File: config.mk
export PLATFORM = sky130hd
export DESIGN_NAME = mem_responder
export DESIGN_NICKNAME = d
export VERILOG_FILES = /design/src/rtl/mem_resp_pkg.sv /design/src/rtl/mem_wait_ctr.sv /design/src/rtl/mem_responder.sv
export SDC_FILE = /design/constraint.sdc
export NUM_CORES = 1
export LEC_CHECK = 0
export BUFFER_PORTS_ARGS = -buffer_cell sky130_fd_sc_hd__buf_4
export CAP_MARGIN = 20
export CORE_UTILIZATION = 30
export DETAILED_ROUTE_END_ITERATION = 16
export PLACE_DENSITY = 0.53
export SLEW_MARGIN = 20
export SYNTH_ARGS = -nofsm -noshare
export SYNTH_HDL_FRONTEND = slang
export SYNTH_SLANG_ARGS = --single-unit
export TNS_END_PERCENT = 50
File: constraint.sdc
create_clock -name Clk -period 2.5 [get_ports Clk]
set_input_delay 0 -clock Clk [delete_from_list [all_inputs] [get_ports Clk]]
set_output_delay 0 -clock Clk [all_outputs]
set_load 0.005 [all_outputs]
File: src/rtl/mem_resp_pkg.sv
// Shared types and default constants for the LC-3 memory-side responder.
package mem_resp_pkg;

  localparam logic [15:0] IO_ADDR_DEF     = 16'hFFFF;
  localparam int unsigned WAIT_STATES_DEF = 2;

  typedef enum logic [2:0] {
    ST_IDLE    = 3'd0,
    ST_RD_WAIT = 3'd1,
    ST_WR_WAIT = 3'd2,
    ST_RD_DONE = 3'd3,
    ST_WR_DONE = 3'd4
  } mem_state_t;

endpackage

File: src/rtl/mem_wait_ctr.sv
// 4-bit SRAM wait-state down-counter with load, decrement and zero flag.
module mem_wait_ctr (
  input  logic       clk_i,
  input  logic       rst_i,
  input  logic       load_i,
  input  logic [3:0] load_val_i,
  input  logic       dec_i,
  output logic       zero_o
);

  logic [3:0] cnt_q, cnt_d;

  always_comb begin
    cnt_d = cnt_q;
    if (load_i) begin
      cnt_d = load_val_i;
    end else if (dec_i && (cnt_q != 4'd0)) begin
      cnt_d = cnt_q - 4'd1;
    end
  end

  always_ff @(posedge clk_i or posedge rst_i) begin
    if (rst_i) begin
      cnt_q <= 4'd0;
    end else begin
      cnt_q <= cnt_d;
    end
  end

  assign zero_o = (cnt_q == 4'd0);

endmodule

File: src/rtl/mem_responder.sv
// Memory responder for the LC-3 MAR/MDR port: serves SRAM with fixed wait
// states, or the memory-mapped I/O word (switches / hex display register).
module mem_responder
  import mem_resp_pkg::*;
#(
  parameter int unsigned WAIT_STATES = WAIT_STATES_DEF,
  parameter logic [15:0] IO_ADDR     = IO_ADDR_DEF
) (
  input  logic        Clk,
  input  logic        Reset,
  input  logic        MEM_REQ,
  input  logic        MEM_WE,
  input  logic [15:0] MAR,
  input  logic [15:0] MDR,
  output logic [15:0] Data_to_CPU,
  output logic        MEM_RDY,
  input  logic [15:0] Switches,
  output logic [15:0] hex_reg,
  output logic [15:0] sram_addr,
  input  logic [15:0] sram_dq_in,
  output logic [15:0] sram_dq_out,
  output logic        sram_dq_oe,
  output logic        sram_ce_n,
  output logic        sram_oe_n,
  output logic        sram_we_n,
  output logic [2:0]  dbg_state_o
);

  // Handshake: the CPU raises MEM_REQ (level) and holds it until it samples
  // MEM_RDY = 1 for one cycle; a request is accepted only in ST_IDLE, and
  // MAR/MDR/MEM_WE are captured on that edge and ignored afterwards.

  localparam logic [3:0] LOAD_VAL = 4'(WAIT_STATES - 1);

  mem_state_t  state_q, state_d;
  logic [15:0] addr_q, addr_d;
  logic [15:0] wdata_q, wdata_d;
  logic [15:0] rdata_q, rdata_d;
  logic [15:0] hex_q, hex_d;
  logic        ctr_load, ctr_dec, ctr_zero;

  mem_wait_ctr u_wait_ctr (
    .clk_i      (Clk),
    .rst_i      (Reset),
    .load_i     (ctr_load),
    .load_val_i (LOAD_VAL),
    .dec_i      (ctr_dec),
    .zero_o     (ctr_zero)
  );

  always_comb begin
    state_d  = state_q;
    addr_d   = addr_q;
    wdata_d  = wdata_q;
    rdata_d  = rdata_q;
    hex_d    = hex_q;
    ctr_load = 1'b0;
    ctr_dec  = 1'b0;
    unique case (state_q)
      ST_IDLE: begin
        if (MEM_REQ) begin
          addr_d  = MAR;
          wdata_d = MDR;
          if (MAR == IO_ADDR) begin
            // I/O word bypasses the SRAM entirely and completes next cycle.
            if (MEM_WE) begin
              hex_d   = MDR;
              state_d = ST_WR_DONE;
            end else begin
              rdata_d = Switches;
              state_d = ST_RD_DONE;
            end
          end else begin
            ctr_load = 1'b1;
            state_d  = MEM_WE ? ST_WR_WAIT : ST_RD_WAIT;
          end
        end
      end
      ST_RD_WAIT: begin
        if (ctr_zero) begin
          rdata_d = sram_dq_in;
          state_d = ST_RD_DONE;
        end else begin
          ctr_dec = 1'b1;
        end
      end
      ST_WR_WAIT: begin
        if (ctr_zero) begin
          state_d = ST_WR_DONE;
        end else begin
          ctr_dec = 1'b1;
        end
      end
      ST_RD_DONE, ST_WR_DONE: begin
        state_d = ST_IDLE;
      end
      default: begin
        state_d = ST_IDLE;
      end
    endcase
  end

  always_ff @(posedge Clk or posedge Reset) begin
    if (Reset) begin
      state_q <= ST_IDLE;
      addr_q  <= 16'h0000;
      wdata_q <= 16'h0000;
      rdata_q <= 16'h0000;
      hex_q   <= 16'h0000;
    end else begin
      state_q <= state_d;
      addr_q  <= addr_d;
      wdata_q <= wdata_d;
      rdata_q <= rdata_d;
      hex_q   <= hex_d;
    end
  end

  // Strobes decode straight from the state so an async reset releases them at once.
  assign sram_ce_n   = !((state_q == ST_RD_WAIT) || (state_q == ST_WR_WAIT));
  assign sram_oe_n   = (state_q != ST_RD_WAIT);
  assign sram_we_n   = (state_q != ST_WR_WAIT);
  assign sram_dq_oe  = (state_q == ST_WR_WAIT);
  assign MEM_RDY     = (state_q == ST_RD_DONE) || (state_q == ST_WR_DONE);
  assign sram_addr   = addr_q;
  assign sram_dq_out = wdata_q;
  assign Data_to_CPU = rdata_q;
  assign hex_reg     = hex_q;
  assign dbg_state_o = state_q;

endmodule
==> results.cfg, run 1 <==
[run_status]
status = completed

[pwr]
ir_drop_mv = 0.533
power.density_nw_per_um2 = 1000
total_power_mw = 5.21
leakage_nw = 2.68

[cts]
clk_pin_slew_ns = 0.08
root_buffer = clkbuf_8
numCtsBuffers = 9
clock_latency_ns = 0.34
cts.sinks = 71
cts_htree_levels = 3
cts_tree = built
clockBufferDepth = 2
post_cts_buffers = 0

[route]
dr.first_iter.drc_count = 84
viasPerCell = 4.35
antenna_left = 0
drt_wl_total_um = 8530
drc_errors = 0
dr_total_vias = 2721
wl_per_cell_um = 13.6
firstDrtPassIters = 4

[sta]
skew_ns = 0.00573
timing.final.crit_period_ns = 2.37
grt_setup_unrepaired = no
setup-tns-final_ns = 0
setup-violations-final = 0
finalHoldViolCount = 0
max-slew-margin-rel_pct = 51.0
slew_violations = 0
worst-slew-pin-transition_ns = 0.735
fin_crit_sh_pct = 94.9
fmax_mhz = 421

[setup_path]
start_kind = flip-flop
rrSetupSlack_ns = 0.13
arrival_ns = 2.60
critical_path.cell_chain = nor3b_4, buf_4, mux2_2, dlygate4sd3_1, mux2_4
cp_slowest_cell = dlygate4sd3_1
reg2regPathDepth = 5
cp-end-kind = flip-flop
regToRegEndpoint = Data_to_CPU[2]$_DFFE_PP0P_
cp.required_ns = 2.73
critPathMaxFanout = 17
crit_path_end = Data_to_CPU[2]$_DFFE_PP0P_
max_stage_delay_ns = 0.56
crit_start = dbg_state_o[0]$_DFFE_PP0P_
critical_path_class = flip-flop to flip-flop
r2r_start = dbg_state_o[0]$_DFFE_PP0P_

[yosys]
yosysWarnings = 0
synth_cell_types = 31
synth_nets = 354
synth-seq-cells = 71
syn_area_um2 = 3180
postSynthCellCount = 283
syn_avg_cell_area_um2 = 11.2
yosysSeqAreaShare_pct = 55.9

[global_route]
grt_use_total_pct = 16.4
grt_pass1_wl_um = 14300
grt_max_degree = 33
grt_overflow = 0
antenna_found_initial = 0
grt_pass1_vias = 2866

[floorplan]
core_area_um2 = 10300
start_util_pct = 30.9
die_area_um2 = 11000
die_y_um = 105
fp-row-count = 37
io_pins = 140
die_w_um = 105

[placed_design]
io_buffer_count = 139
gp_congestion = 0.741
dp_hpwl_um = 5720

[min_path]
min_path_type = input pin to flip-flop

[cells_and_area]
layout-drive-gt1-share_pct = 44.6
area_delta_synth_final_pct = 63.6
nNetsFinal = 555
antennaDiodeCount = 0

[run]
cap_viol_max_count = 0
## Yosys cell counts (all sizes together)
cell | number | share of area, %
nor4 | 2 | 0.87
or3 | 2 | 0.39
nand4 | 4 | 0.79
nand2 | 103 | 12
and2 | 2 | 0.47
nor3b | 3 | 1.2
a21oi | 2 | 0.32
mux2 | 49 | 19
or2 | 1 | 0.20
nor3 | 4 | 0.63
mux2i | 1 | 0.32
buf | 9 | 1.9
nor2 | 8 | 0.95
xnor2 | 3 | 0.83
dfrtp | 71 | 56
inv | 6 | 0.71
a211oi | 2 | 0.47
clkbuf | 4 | 0.47
o221ai | 1 | 0.83
ha | 3 | 1.2
nand3 | 1 | 0.55
o21ai | 2 | 0.32
## layer usage
metal  GRT usage, %  up-vias  wire length [µm]
li1               -     1325                 -
met1           20.0     1309              3800
met2           28.3       73              4170
met3           3.43       14               388
met4           6.44        0               172
met5              0        -                 0
## worst max-delay path, delay by kind of cell (launching register included)
family                 cells  cell delay (ns)
buffers and inverters      2             0.83
flip-flops                 1             0.54
multiplexers               2             0.62
AND/OR/NAND/NOR            1             0.26
## per-stage QoR
stage / util (%) / std cells / setup slack [ns] / hold WS, ns / instance area [µm²]
2_1_floorplan: - / 283 / 0.613 / 0.105 / 3180
3_3_place_gp: 42.6 / 553 / 0.436 / -0.0108 / 4380
3_5_place_dp: 42.6 / 553 / 0.392 / -0.0118 / 4380
4_1_cts: 50.6 / 625 / 0.141 / 0.000684 / 5200
5_1_grt: 50.6 / 625 / 0.00646 / 0.00710 / 5200
6_report: 50.6 / 625 / 0.127 / 0.0248 / 5200
## cells by family (layout without fill, tap and decap cells)
group,count (synthesis),after routing,synth area share (%)
AND/OR/NAND/NOR,130,130,18.2
flip-flops,71,71,55.9
multiplexers,50,50,18.9
buffers and inverters,19,225,3.03
AO/OA/AOI/OAI,7,7,1.93
adder cells (fa/ha/maj),3,3,1.18
XOR/XNOR,3,3,0.827
## worst min path at each step
stage / start / endpoint / slack [ns] / cells after the start
4_1_cts: MEM_WE / dbg_state_o[0]$_DFFE_PP0P_ / 0.0007 / 4
3_5_place_dp: Reset / sram_dq_out[10]$_DFFE_PP0P_ / -0.01 / 2
6_report: Switches[8] / Data_to_CPU[8]$_DFFE_PP0P_ / 0.02 / 3
3_3_place_gp: Reset / sram_dq_out[10]$_DFFE_PP0P_ / -0.01 / 2
2_1_floorplan: MAR[0] / sram_addr[0]$_DFFE_PP0P_ / 0.11 / 2
5_1_grt: Switches[8] / Data_to_CPU[8]$_DFFE_PP0P_ / 0.007 / 3
## layout make-up
type / instances / area [µm²]
clock inverter: 6 / 133
tap: 136 / 170
timing repair buffer: 203 / 1660
clock buffer: 10 / 128
inverter: 6 / 23.8
sequential: 71 / 1780
fill: 956 / 5080
multi-input combinational: 193 / 1300
## what timing repair did
item                      4_1_cts  5_1_grt
hold buffers                   56        0
hold endpoints to repair       79        0
resized for setup               0        0
## cells in the final DEF (no fill, tap or decap), types with 3 or more instances in the layout
cell type,netlist,routed
mux2_4,10,10
nor3_1,4,4
xnor2_1,3,3
nor2_1,8,8
buf_4,2,147
mux2_2,38,38
inv_1,6,5
nand4_1,4,4
dfrtp_1,71,71
dlygate4sd3_1,0,56
ha_1,3,3
nand2_1,103,103
bufinv_16,0,4
clkbuf_8,0,9
## report_power, final
part           switching [mW]  internal (mW)
Clock                   0.434          0.763
Combinational           0.915           1.26
Sequential              0.261           1.58
Total                    1.61           3.60
(Power assumes the default switching activity.)
==> inputs of run 2 (changes only) <==
--- a/config.mk
+++ b/config.mk
@@ -9,7 +9,7 @@
 export CAP_MARGIN = 20
 export CORE_UTILIZATION = 30
 export DETAILED_ROUTE_END_ITERATION = 16
-export PLACE_DENSITY = 0.53
+export PLACE_DENSITY = 0.55
 export SLEW_MARGIN = 20
 export SYNTH_ARGS = -nofsm -noshare
 export SYNTH_HDL_FRONTEND = slang
==> constraint.sdc (replaced) <==
create_clock -name Clk -period 2 [get_ports Clk]
set_input_delay 0 -clock Clk [delete_from_list [all_inputs] [get_ports Clk]]
set_output_delay 0 -clock Clk [all_outputs]
set_load 0.005 [all_outputs]
==> results.cfg, run 2 (synthesized netlist as in run 1, its figures left out) <==
[sta]
grt_setup_unrepaired = no
timing.hold.ws_ns = 0.0191
setup-tns-final_ns = 0
fmax_mhz = 542
setup_ws_ns = 0.154
timing.final.crit_period_ns = 1.85
fin_crit_sh_pct = 92.3
skew_ns = 0.0118
setup-violations-final = 0
worst-slew-pin-transition_ns = 0.600
max-slew-margin-rel_pct = 59.9
finalHoldViolCount = 0
slew_violations = 0

[route]
viasPerCell = 4.46
antenna_left = 0
drt_wl_total_um = 8160
dr.first_iter.drc_count = 108
dr_total_vias = 2737
drc_errors = 0
firstDrtPassIters = 6
wl_per_cell_um = 13.3

[floorplan]
die_w_um = 105
core_area_um2 = 10300
start_util_pct = 30.9
fp-row-count = 37
die_y_um = 105
die_area_um2 = 11000
io_pins = 140

[cells_and_area]
area_delta_synth_final_pct = 59.8
nNetsFinal = 544
final_common_cell = buf_4
final_cell_mix = buf_4 (151), nand2_1 (103), dfrtp_1 (71), mux2_2 (38), dlygate4sd3_1 (38)
antennaDiodeCount = 0
fin_cells = 614
layout-drive-gt1-share_pct = 47.3
utilization_pct = 49.4

[pwr]
ir_drop_mv = 0.583
power.density_nw_per_um2 = 1250
leakage_nw = 2.64

[setup_path]
cp-end-kind = flip-flop
start_kind = flip-flop
cp.required_ns = 2.23
arrival_ns = 2.07
critPathMaxFanout = 16
critical_path_class = flip-flop to flip-flop

[placed_design]
dp.cells = 558
io_buffer_count = 139
dp_hpwl_um = 5600
gp_congestion = 0.725
dp_slack_ns = 0.137

[cts]
cts.sinks = 71
cts_tree = built
cts_htree_levels = 3
clockBufferDepth = 2
numCtsBuffers = 9
root_buffer = clkbuf_8
clock_latency_ns = 0.35
clk_pin_slew_ns = 0.08

[global_route]
grt_use_total_pct = 15.4
grt_pass1_vias = 2775
grt_overflow = 0
grt_pass1_wl_um = 13400
grt_max_degree = 33
antenna_found_initial = 0

[run]
cap_viol_max_count = 0

[min_path]
min_path_type = input pin to flip-flop

[run_status]
status = completed
[run 2: critical path, cell delays in order, from the launching register on]
cell and delay, ns:
dfrtp_1 0.45, nor3_1 0.31, and2_1 0.31, nand3_4 0.28, mux2_1 0.38
[run 2: repair_timing]
action,4_1_cts,5_1_grt
hold endpoints to repair,74,1
buffers inserted,0,2
resized for setup,0,0
hold buffers,37,1
endpoints found under the setup margin,0,1
[run 2: report_power, final]
group	switching [mW]	internal [mW]
registers	0.315	1.98
logic	1.15	1.58
clock network	0.564	0.743
[run 2: through the flow]
step	total power, mW	cell area, µm²
2_1_floorplan	3.66	3180
3_3_place_gp	4.98	4450
3_5_place_dp	5.03	4450
4_1_cts	6.42	5050
5_1_grt	6.80	5080
6_report	6.33	5080
[run 2: cell type report]
type                            count  area, µm²
Clock buffer                       10        138
Fill cell                         970       5200
Clock inverter                      6       92.6
Multi-Input combinational cell    193       1300
Sequential cell                    71       1780
Tap cell                          136        170
Inverter                            6       22.5
Timing Repair Buffer              192       1570
[run 2: worst paths after layout]
kind / startpoint / to / slack (ns) / depth (start not counted)
min in group asynchronous: Reset / sram_dq_out[11]$_DFFE_PP0P_ / 0.28 / 3
max in group asynchronous: Reset / sram_dq_out[15]$_DFFE_PP0P_ / 1.07 / 4
max: dbg_state_o[2]$_DFFE_PP0P_ / hex_reg[0]$_DFFE_PP0P_ / 0.15 / 4
min reg2reg: sram_addr[10]$_DFFE_PP0P_ / sram_addr[10]$_DFFE_PP0P_ / 0.48 / 2
max reg2reg: dbg_state_o[2]$_DFFE_PP0P_ / hex_reg[0]$_DFFE_PP0P_ / 0.15 / 4
min: sram_dq_in[6] / Data_to_CPU[6]$_DFFE_PP0P_ / 0.02 / 3
[run 2: metal layers]
metal | global-route usage [%] | share of wire [%] | vias to the layer above
li1 | - | - | 1310
met1 | 19.2 | 45 | 1320
met2 | 26.1 | 48 | 95
met3 | 3.99 | 5.8 | 12
met4 | 4.53 | 1.2 | 0
met5 | 0 | 0 | -
==> inputs of run 3 (changes only) <==
--- a/config.mk
+++ b/config.mk
@@ -5,9 +5,10 @@
 export SDC_FILE = /design/constraint.sdc
 export NUM_CORES = 1
 export LEC_CHECK = 0
-export BUFFER_PORTS_ARGS = -buffer_cell sky130_fd_sc_hd__buf_4
+export BUFFER_PORTS_ARGS = -buffer_cell sky130_fd_sc_hd__buf_2
 export CAP_MARGIN = 20
 export CORE_UTILIZATION = 30
+export CTS_CLUSTER_SIZE = 20
 export DETAILED_ROUTE_END_ITERATION = 16
 export PLACE_DENSITY = 0.55
 export SLEW_MARGIN = 20
==> results.cfg, run 3 (synthesized netlist as in run 1, its figures left out) <==
[run_status]
status = completed

[global_route]
grt_pass1_wl_um = 12400
grt_overflow = 0
antenna_found_initial = 0
grt_pass1_vias = 2616
grt_use_total_pct = 14.4
grt_max_degree = 72

[route]
drt_wl_total_um = 7620
dr.first_iter.drc_count = 79
dr_total_vias = 2663
antenna_left = 0
viasPerCell = 4.37
wl_per_cell_um = 12.5
firstDrtPassIters = 4
drc_errors = 0

[setup_path]
start_kind = flip-flop
arrival_ns = 2.08
critical_path_class = flip-flop to flip-flop
critPathMaxFanout = 16
reg2regPathDepth = 5
crit_start = dbg_state_o[2]$_DFFE_PP0P_
r2r_start = dbg_state_o[2]$_DFFE_PP0P_
cp-end-kind = flip-flop
cp.required_ns = 2.22

[pwr]
leakage_nw = 2.53
total_power_mw = 5.86
power_switching_share_pct = 33.3
seqPwrFrac_pct = 39.0
ir_drop_mv = 0.467
p_sw_mw = 1.95
clkPwrFrac_pct = 20.7
power.density_nw_per_um2 = 1250
power.internal_mw = 3.91
p_comb_share_pct = 40.3

[cts]
root_buffer = clkbuf_8
cts.repair.resized = 0
cts.sinks = 71
cts_htree_levels = 3
cts_tree = built
numCtsBuffers = 9
clockBufferDepth = 2
clk_pin_slew_ns = 0.08
clock_latency_ns = 0.34

[placed_design]
gp_congestion = 0.715
io_buffer_count = 139
dp_hpwl_um = 5110
dp.cells = 555
placed_area_um2 = 4080

[floorplan]
die_area_um2 = 11000
die_y_um = 105
core_area_um2 = 10300
io_pins = 140
fp-row-count = 37
start_util_pct = 30.9
die_w_um = 105

[sta]
setup-tns-final_ns = 0
timing.hold.ws_ns = 0.0206
fmax_mhz = 538
max-slew-margin-rel_pct = 63.1
setup-violations-final = 0
worst-slew-pin-transition_ns = 0.549
timing.final.crit_period_ns = 1.86
finalHoldViolCount = 0
skew_ns = 0.00904
fin_crit_sh_pct = 92.9
grt_setup_unrepaired = no
slew_violations = 0

[cells_and_area]
antennaDiodeCount = 0
fin_cells = 609
nNetsFinal = 539
final_common_cell = buf_2
final_cell_area_um2 = 4690
layout-drive-gt1-share_pct = 47.1
area_delta_synth_final_pct = 47.5
multi_input_area_um2 = 1300
final_cell_mix = buf_2 (139), nand2_1 (103), dfrtp_1 (71), mux2_2 (38), dlygate4sd3_1 (36)
fill_cells = 1027
regArea_um2 = 1780

[run]
cap_viol_max_count = 0

[min_path]
hold_depth = 3
min_path_type = input pin to flip-flop
hold_path.startpoint = sram_dq_in[3]
## run 3: cell types whose count changed in the layout (fill, tap and decap cells not counted), moves of 2 or more
cell,delta
buf_2,+139
buf_4,-143
clkbuf_8,+2
dlygate4sd3_1,-2
## run 3: worst paths after layout
check	endpoint	slack, ns
worst max register to register	Data_to_CPU[0]$_DFFE_PP0P_	0.14
worst min-delay path	Data_to_CPU[3]$_DFFE_PP0P_	0.02
worst max-delay path	Data_to_CPU[0]$_DFFE_PP0P_	0.14
min in group asynchronous	sram_dq_out[6]$_DFFE_PP0P_	0.27
worst min register to register	sram_dq_out[8]$_DFFE_PP0P_	0.47
max in group asynchronous	u_wait_ctr.cnt_q[1]$_DFFE_PP0P_	1.41
## run 3: power by group through the flow
stage	Combinational (mW)	Sequential (mW)	Clock, mW
after global placement	2.30	2.30	0
after global routing	2.63	2.36	1.33
after detailed placement	2.35	2.30	0
after floorplan	1.34	2.32	0
after CTS	2.39	2.29	1.26
final	2.36	2.29	1.21
## run 3: metal layers
layer  GRT usage (%)  share of wire (%)  wire length (µm)
met1            18.3                 46              3540
met2            23.1                 46              3540
met3            4.49                5.9               451
met4            4.73                1.2                93
met5               0                  0                 0
## run 3: area by class of cell
type	instances	share of cell area, %
Clock buffer	12	3.52
Sequential cell	71	37.9
Inverter	6	0.481
Timing Repair Buffer	187	25.5
Multi-Input combinational cell	193	27.8
Tap cell	136	3.63
Clock inverter	4	1.09
## run 3: stage by stage
stage	util [%]	setup slack, ns
after global routing	45.6	0.0288
after global placement	39.7	0.147
after detailed placement	39.7	0.0885
final	45.6	0.141
after floorplan	-	0.113
after CTS	45.1	0.0676
## run 3: repair_timing
item                                    in CTS  in global routing
buffers inserted                             0                  2
endpoints found under the hold margin      120                  2
hold buffers                                34                  2
endpoints found under the setup margin       0                  9
## run 3: worst max-delay path, stage by stage (launching register included)
cell      delay, ns
dfrtp_1        0.50
nor3_1         0.32
and2_1         0.30
o221ai_4       0.13
buf_12         0.18
mux2_4         0.29
